===== src/rtl/slave_rx_ctrl.sv =====
// slave_rx_ctrl: I2C slave receive controller (START/STOP detect, bit sequencing, address check, ACK/NACK)
module slave_rx_ctrl #(
    parameter logic [6:0] SLAVE_ADDR  = 7'h50,
    parameter int         SYNC_STAGES = 2
) (
    input  logic       slave_scl_sixt,
    input  logic       slave_rst_n,
    input  logic       slave_scl_in,
    input  logic       slave_sda_in,
    input  logic [7:0] slave_rx_byte,
    input  logic       slave_rx_ready,
    output logic       slave_serial_bit,
    output logic       slave_rec_data_shift,
    output logic       slave_sda_oe,
    output logic       slave_addr_match,
    output logic       slave_byte_valid,
    output logic       slave_busy
);
    typedef enum logic [2:0] {IDLE, ADDR, ADDR_ACK, DATA, DATA_ACK, WAIT_STOP} state_t;

    state_t                 state, state_n;
    logic [3:0]             bit_cnt, cnt_n;
    logic [SYNC_STAGES-1:0] scl_sync, sda_sync;
    logic                   scl_h, sda_h;
    logic                   oe_n, shift_n, match_n, busy_n, acked, acked_n;
    logic                   scl_s, sda_s, scl_rise, scl_fall, start, stop;

    assign scl_s    = scl_sync[SYNC_STAGES-1];
    assign sda_s    = sda_sync[SYNC_STAGES-1];
    assign scl_rise = scl_s & ~scl_h;
    assign scl_fall = ~scl_s & scl_h;
    assign start    = scl_s & scl_h & sda_h & ~sda_s;
    assign stop     = scl_s & scl_h & ~sda_h & sda_s;

    assign slave_serial_bit = sda_s;

    // Synchronise bus lines and keep one history sample for edge decoding; idle bus level is high
    always_ff @(posedge slave_scl_sixt or negedge slave_rst_n) begin
        if (!slave_rst_n) begin
            scl_sync <= '1;
            sda_sync <= '1;
            scl_h    <= 1'b1;
            sda_h    <= 1'b1;
        end else begin
            scl_sync <= {scl_sync[SYNC_STAGES-2:0], slave_scl_in};
            sda_sync <= {sda_sync[SYNC_STAGES-2:0], slave_sda_in};
            scl_h    <= scl_s;
            sda_h    <= sda_s;
        end
    end

    // State register and registered outputs
    always_ff @(posedge slave_scl_sixt or negedge slave_rst_n) begin
        if (!slave_rst_n) begin
            state                <= IDLE;
            bit_cnt              <= 4'd0;
            slave_sda_oe         <= 1'b0;
            slave_rec_data_shift <= 1'b0;
            slave_addr_match     <= 1'b0;
            slave_busy           <= 1'b0;
            acked                <= 1'b0;
        end else begin
            state                <= state_n;
            bit_cnt              <= cnt_n;
            slave_sda_oe         <= oe_n;
            slave_rec_data_shift <= shift_n;
            slave_addr_match     <= match_n;
            slave_busy           <= busy_n;
            acked                <= acked_n;
        end
    end

    // Next-state logic; STOP beats START, and both override every state
    always_comb begin
        state_n          = state;
        cnt_n            = bit_cnt;
        oe_n             = slave_sda_oe;
        shift_n          = 1'b0;
        match_n          = slave_addr_match;
        busy_n           = slave_busy;
        acked_n          = acked;
        slave_byte_valid = 1'b0;
        if (stop) begin
            state_n = IDLE;
            cnt_n   = 4'd0;
            oe_n    = 1'b0;
            match_n = 1'b0;
            busy_n  = 1'b0;
        end else if (start) begin
            state_n = ADDR;
            cnt_n   = 4'd0;
            oe_n    = 1'b0;
            match_n = 1'b0;
            busy_n  = 1'b1;
        end else begin
            case (state)
                ADDR, DATA: begin
                    if (scl_rise && bit_cnt < 4'd8) begin
                        shift_n = 1'b1;
                        cnt_n   = bit_cnt + 4'd1;
                    end else if (scl_fall && bit_cnt == 4'd8) begin
                        if (state == ADDR) begin
                            if (slave_rx_byte == {SLAVE_ADDR, 1'b0}) begin
                                oe_n    = 1'b1;
                                match_n = 1'b1;
                                state_n = ADDR_ACK;
                            end else begin
                                state_n = WAIT_STOP;
                            end
                        end else begin
                            slave_byte_valid = 1'b1;
                            oe_n             = slave_rx_ready;
                            acked_n          = slave_rx_ready;
                            state_n          = DATA_ACK;
                        end
                    end
                end
                ADDR_ACK: begin
                    if (scl_fall) begin
                        oe_n    = 1'b0;
                        cnt_n   = 4'd0;
                        state_n = DATA;
                    end
                end
                DATA_ACK: begin
                    if (scl_fall) begin
                        oe_n    = 1'b0;
                        cnt_n   = 4'd0;
                        state_n = acked ? DATA : WAIT_STOP;
                    end
                end
                WAIT_STOP: oe_n = 1'b0;
                default:   state_n = IDLE;
            endcase
        end
    end
endmodule

===== config.mk =====
export PLATFORM = sky130hd
export DESIGN_NAME = slave_rx_ctrl
export DESIGN_NICKNAME = d
export VERILOG_FILES = /design/src/rtl/slave_rx_ctrl.sv
export SDC_FILE = /design/constraint.sdc
export NUM_CORES = 1
export LEC_CHECK = 0
export BUFFER_PORTS_ARGS = -buffer_cell sky130_fd_sc_hd__buf_2
export CORE_MARGIN = 2
export CORE_UTILIZATION = 56
export DETAILED_ROUTE_END_ITERATION = 10
export PLACE_DENSITY = 0.78
export SLEW_MARGIN = 20
export SYNTH_ARGS = -nofsm -noshare
export SYNTH_HDL_FRONTEND = slang
export SYNTH_SLANG_ARGS = --single-unit

===== constraint.sdc =====
create_clock -name slave_scl_sixt -period 3.91 [get_ports slave_scl_sixt]
set_clock_uncertainty 0.15 [all_clocks]
set_input_delay 0.782 -clock slave_scl_sixt [delete_from_list [all_inputs] [get_ports slave_scl_sixt]]
set_output_delay 0.782 -clock slave_scl_sixt [all_outputs]
set_load 0.1 [all_outputs]

# == Yosys cells after proc, flatten, opt, wreduce, memory -nomap -nowiden ==
# Index checks and enable logic that the tools add are counted.
# Widths: inputs -> output; s select.
# totals
memories,0
wordCells,101
ff_bits,18
mem_bits_rw,0
rom_bits,0
latchBits,0
output_inout_bits,6
# classes
mul,0
muxes,41
eq_ne,16
shift,0
magnitude_cmp,1
addsub,1
n_div,0
bitwise_logic,15
reduce_logical,16
# op_table
op,n
$mux 3,9
$mux 1,25
$ne 4x4->1 const B,5
$mux 4,4
$reduce_and 5->1,3
$pmux 3 s4,1
$reduce_bool 3->1,4
$eq 8x8->1 const B,1
$not 1->1,8
$pmux 4 s2,1
$and 1x1->1,7
$eq 3x2->1 const B,2
$eq 3x3->1 const B,2
$ne 3x3->1 const B,2
$reduce_and 6->1,1
$ne 5x5->1 const B,1
$reduce_bool 5->1,1
$add 4x1->4 const B,1
$eq 4x4->1 const B,1
$lt 4x4->1 const B,1
$ne 4x1->1 const B,1
$reduce_bool 4->1,1
$reduce_or 2->1,2
$eq 3x1->1 const B,1
4 further kinds,5

# == Logic depth before layout (Yosys ltp) ==
# depth
depth_word,8
ltp_mapped,6
mapped_depth_nobuf,6

# == Worst setup path after synthesis ==
# No wires, ideal clock.
# synth_timing
path_type,flip-flop to output port
from,reg scl_h
to,out slave_byte_valid
arrival_time_ps,1833
path_buffers,0
stages_incl_launch_ff,5
setup_slack_ps,1145
required_ps,2978
cell_sequence,dfstp_2 -> and2b_1 -> nand4b_1 -> nor2_1 -> and2_1
# synth_between
elab_chain_cells,7
elab_cells_between_ends,15
# synth_rtl
element,line_no,source
"start, declared",24,"logic scl_h, sda_h;"
"start signal, assigned",47,scl_h <= scl_s;
$and 1x1->1 / $not 1->1 (equally long branches),"31, 30",
$logic_and 1x1->1 / $and 1x1->1 (equally long branches),"101, 30",
$mux 1 / $logic_and 1x1->1 (equally long branches),"101, 98",
$mux 1,98,if (scl_rise && bit_cnt < 4'd8) begin
$mux 1,96,case (state)
$mux 1,89,end else if (start) begin
$mux 1 (*),83,if (stop) begin
"end, declared",16,"output logic slave_byte_valid,"
# Every way passes the cells marked *; elsewhere a longest branch is shown, timed or not.

# == Final worst setup path ==
# Same ends and word-level chain as after synthesis.

==> impl_metrics.env <==
export IMPL_worstHoldPathType="reg -> reg"
export IMPL_status="complete, no violations"
export IMPL_drt_iter0_markers=13
export IMPL_synth_compound_area_share=0.162
export IMPL_p_leak_nw=0.508
export IMPL_yosys_register_bits=18
export IMPL_fp_dieW_um=44.9
export IMPL_htreeDepth=1
export IMPL_finalSetupViolCount=0
export IMPL_period_needed_ns=2.95
export IMPL_finalNonFillerCells=120
export IMPL_post_dp_hpwl_um=1190
export IMPL_finalHoldViolCount=0
export IMPL_crit_slowest_cell="dfstp_2"
export IMPL_multi_input_area_um2=463
export IMPL_drive_gt1_frac=0.385
export IMPL_synth_distinct_cells=41
export IMPL_cp_cell_sequence="and2b_1, nand4b_1, nor2_1, and2_1, buf_2"
export IMPL_critPathArrivalTime_ns=2.02
export IMPL_syn_cell_area_um2=937
export IMPL_crit_type="reg -> out"
export IMPL_cts_resized_gates=0
export IMPL_synthMuxAreaShare=0.0561
export IMPL_grt_ovfl_total=0
export IMPL_antenna_found_initial=0
export IMPL_final_cell_mix="buf_2 (18), dfrtp_1 (12), nor2_1 (7), dfstp_2 (6), a21oi_1 (5)"
export IMPL_core_area_mm2=0.00154
export IMPL_synth_warnings=0
export IMPL_end_kind="output port"
export IMPL_fin_crit_sh=0.754
export IMPL_fin_setup_tns_ns=0
export IMPL_drcViolationCount=0
export IMPL_avgSynthCellArea_um2=11.3
export IMPL_firstDrtPassIters=4
export IMPL_synth_nets=98
export IMPL_ys_seq_area_frac=0.489
export IMPL_syn_to_final_growth_pct=15.1
export IMPL_cts_max_path_buffers=2
export IMPL_cp_max_fo=7
export IMPL_final_common_cell="buf_2"
export IMPL_cts_made_buffers=3
export IMPL_port_buffers=18
export IMPL_yosys_area_share_simple=0.231
export IMPL_synthArstFlopShare=1.00
export IMPL_synth_edf_count=0
export IMPL_clkSinkCount=18
export IMPL_wl_per_cell_um=13.4
export IMPL_synth_adder_area_share=0.0267
export IMPL_dpl_cell_count=116
export IMPL_synth_xor_area_frac=0.0187
export IMPL_cts_setup_buffers=0
export IMPL_ctsHoldBuffers=0
export IMPL_ios=19
export IMPL_maxCapViolations=0
export IMPL_synth_top_family_by_area="simple AND/OR/NAND/NOR gates"
export IMPL_power_density_mw_per_mm2=502
export IMPL_wl_um=1600
export IMPL_insertion_delay_ns=0.29
export IMPL_grt_setup_unrepaired="false"
export IMPL_die_h_um=44.9
export IMPL_cts_tree="yes"
export IMPL_grt_usage=0.189
export IMPL_place_congestion=0.862
export IMPL_std_cell_rows=14
export IMPL_vias_per_cell=5.85
export IMPL_fmax_mhz=339
export IMPL_finalMaxSlewViolations=0
export IMPL_ant_nets=0
export IMPL_maxSlewHeadroom=0.679
export IMPL_synth_cells=83
export IMPL_grt_pass1_vias=653
export IMPL_start_util=0.608
export IMPL_routed_via_count=702
export IMPL_synthFlopType="dfrtp_1"
export IMPL_clockRootBuffer="clkbuf_4"
export IMPL_start_kind="flop"
export IMPL_dieArea_mm2=0.00202
export IMPL_max_stage_delay_ns=0.60
export IMPL_tightest_slew_ns=0.485
export IMPL_nFillCells=109
export IMPL_final_nets=120
export IMPL_path_clk_slew_ns=0.09
export IMPL_antennaDiodeCount=0
export IMPL_required_ns=2.98
export IMPL_grt_max_degree=19
export IMPL_regArea_um2=458
export IMPL_grt_pass1_wl_um=2720
export IMPL_ir_drop_mv=0.345
## kinds of logic after synthesis
kind of cell	after synthesis
AOI/OAI and AO/OA	21
xor gates and xnor gates	2
adders and majority gates	2
buffers and inverters	4
DFF	18
muxes	4
and+or+nand+nor	32
## final cells by class
| class | count | area share |
|---|---|---|
| flip-flops and latches | 18 | 0.425 |
| clock buffers | 4 | 0.0336 |
| repair buffers | 18 | 0.0835 |
| multi-input cells | 61 | 0.429 |
| inverters | 3 | 0.0104 |
| well taps | 16 | 0.0186 |
## per-stage QoR
stage / power [mW] / worst slack (ns) / utilization / hold slack, ns / cell area, um^2
floorplan: 0.393 / 1.15 / - / 0.195 / 937
global route: 0.578 / 0.820 / 0.700 / 0.216 / 1080
finish: 0.542 / 0.962 / 0.700 / 0.210 / 1080
global placement: 0.430 / 1.31 / 0.676 / 0.196 / 1040
CTS: 0.547 / 0.942 / 0.700 / 0.213 / 1080
detailed placement: 0.433 / 1.26 / 0.676 / 0.197 / 1040
## report_power, final
| part | total, mW | leakage, nW | internal [mW] | switching, mW |
|---|---|---|---|---|
| registers | 0.252 | 0.221 | 0.216 | 0.0363 |
| clock network | 0.110 | 0.0210 | 0.0568 | 0.0532 |
| logic | 0.180 | 0.266 | 0.0803 | 0.0996 |
## critical path: cells and delay by family (launching register included)
family        cells  cell delay [ns]
simple gates      4             0.69
flops             1             0.60
buf+inv           1             0.43
## path summary, 6_finish.rpt
| path | from | end | slack, ns | cells past startpoint |
|---|---|---|---|---|
| min reg2reg | scl_sync[0] | scl_sync[1] | 0.21 | 0 |
| max in group asynchronous | slave_rst_n | scl_h | 3.05 | 1 |
| max | scl_h | slave_byte_valid | 0.96 | 5 |
| min | scl_sync[0] | scl_sync[1] | 0.21 | 0 |
| max reg2reg | state[1] | state[2] | 1.84 | 5 |
| min in group asynchronous | slave_rst_n | slave_rec_data_shift | 0.24 | 1 |
## flip-flops by register name, summed over array words and instances (netlist names)
| name | flops |
|---|---|
| slave_busy | 1 |
| bit_cnt | 4 |
| acked | 1 |
| sda_sync | 2 |
| slave_rec_data_shift | 1 |
| slave_sda_oe | 1 |
| scl_h | 1 |
| sda_h | 1 |
| scl_sync | 2 |
| slave_addr_match | 1 |
| state | 3 |
## routing by layer
layer / routed length [um] / track usage / up-vias
met1: 696 / 0.238 / 329
met4: 40 / 0.106 / 0
met3: 103 / 0.0240 / 5
met5: 0 / 0 / -
li1: - / - / 345
met2: 762 / 0.316 / 23
## cell usage after synthesis (2+ instances only)
master,count,share of area
dfrtp_1,12,0.32
nor2_1,7,0.028
dfstp_2,6,0.17
a21oi_1,5,0.027
nand2_1,4,0.016
o21ai_0,4,0.021
nand3_1,3,0.016
nor3b_1,3,0.024
a21o_1,2,0.016
a22o_1,2,0.019
ha_1,2,0.027
inv_1,2,0.0080
mux2_4,2,0.032
nand2b_1,2,0.013
(Power assumes the default switching activity.)
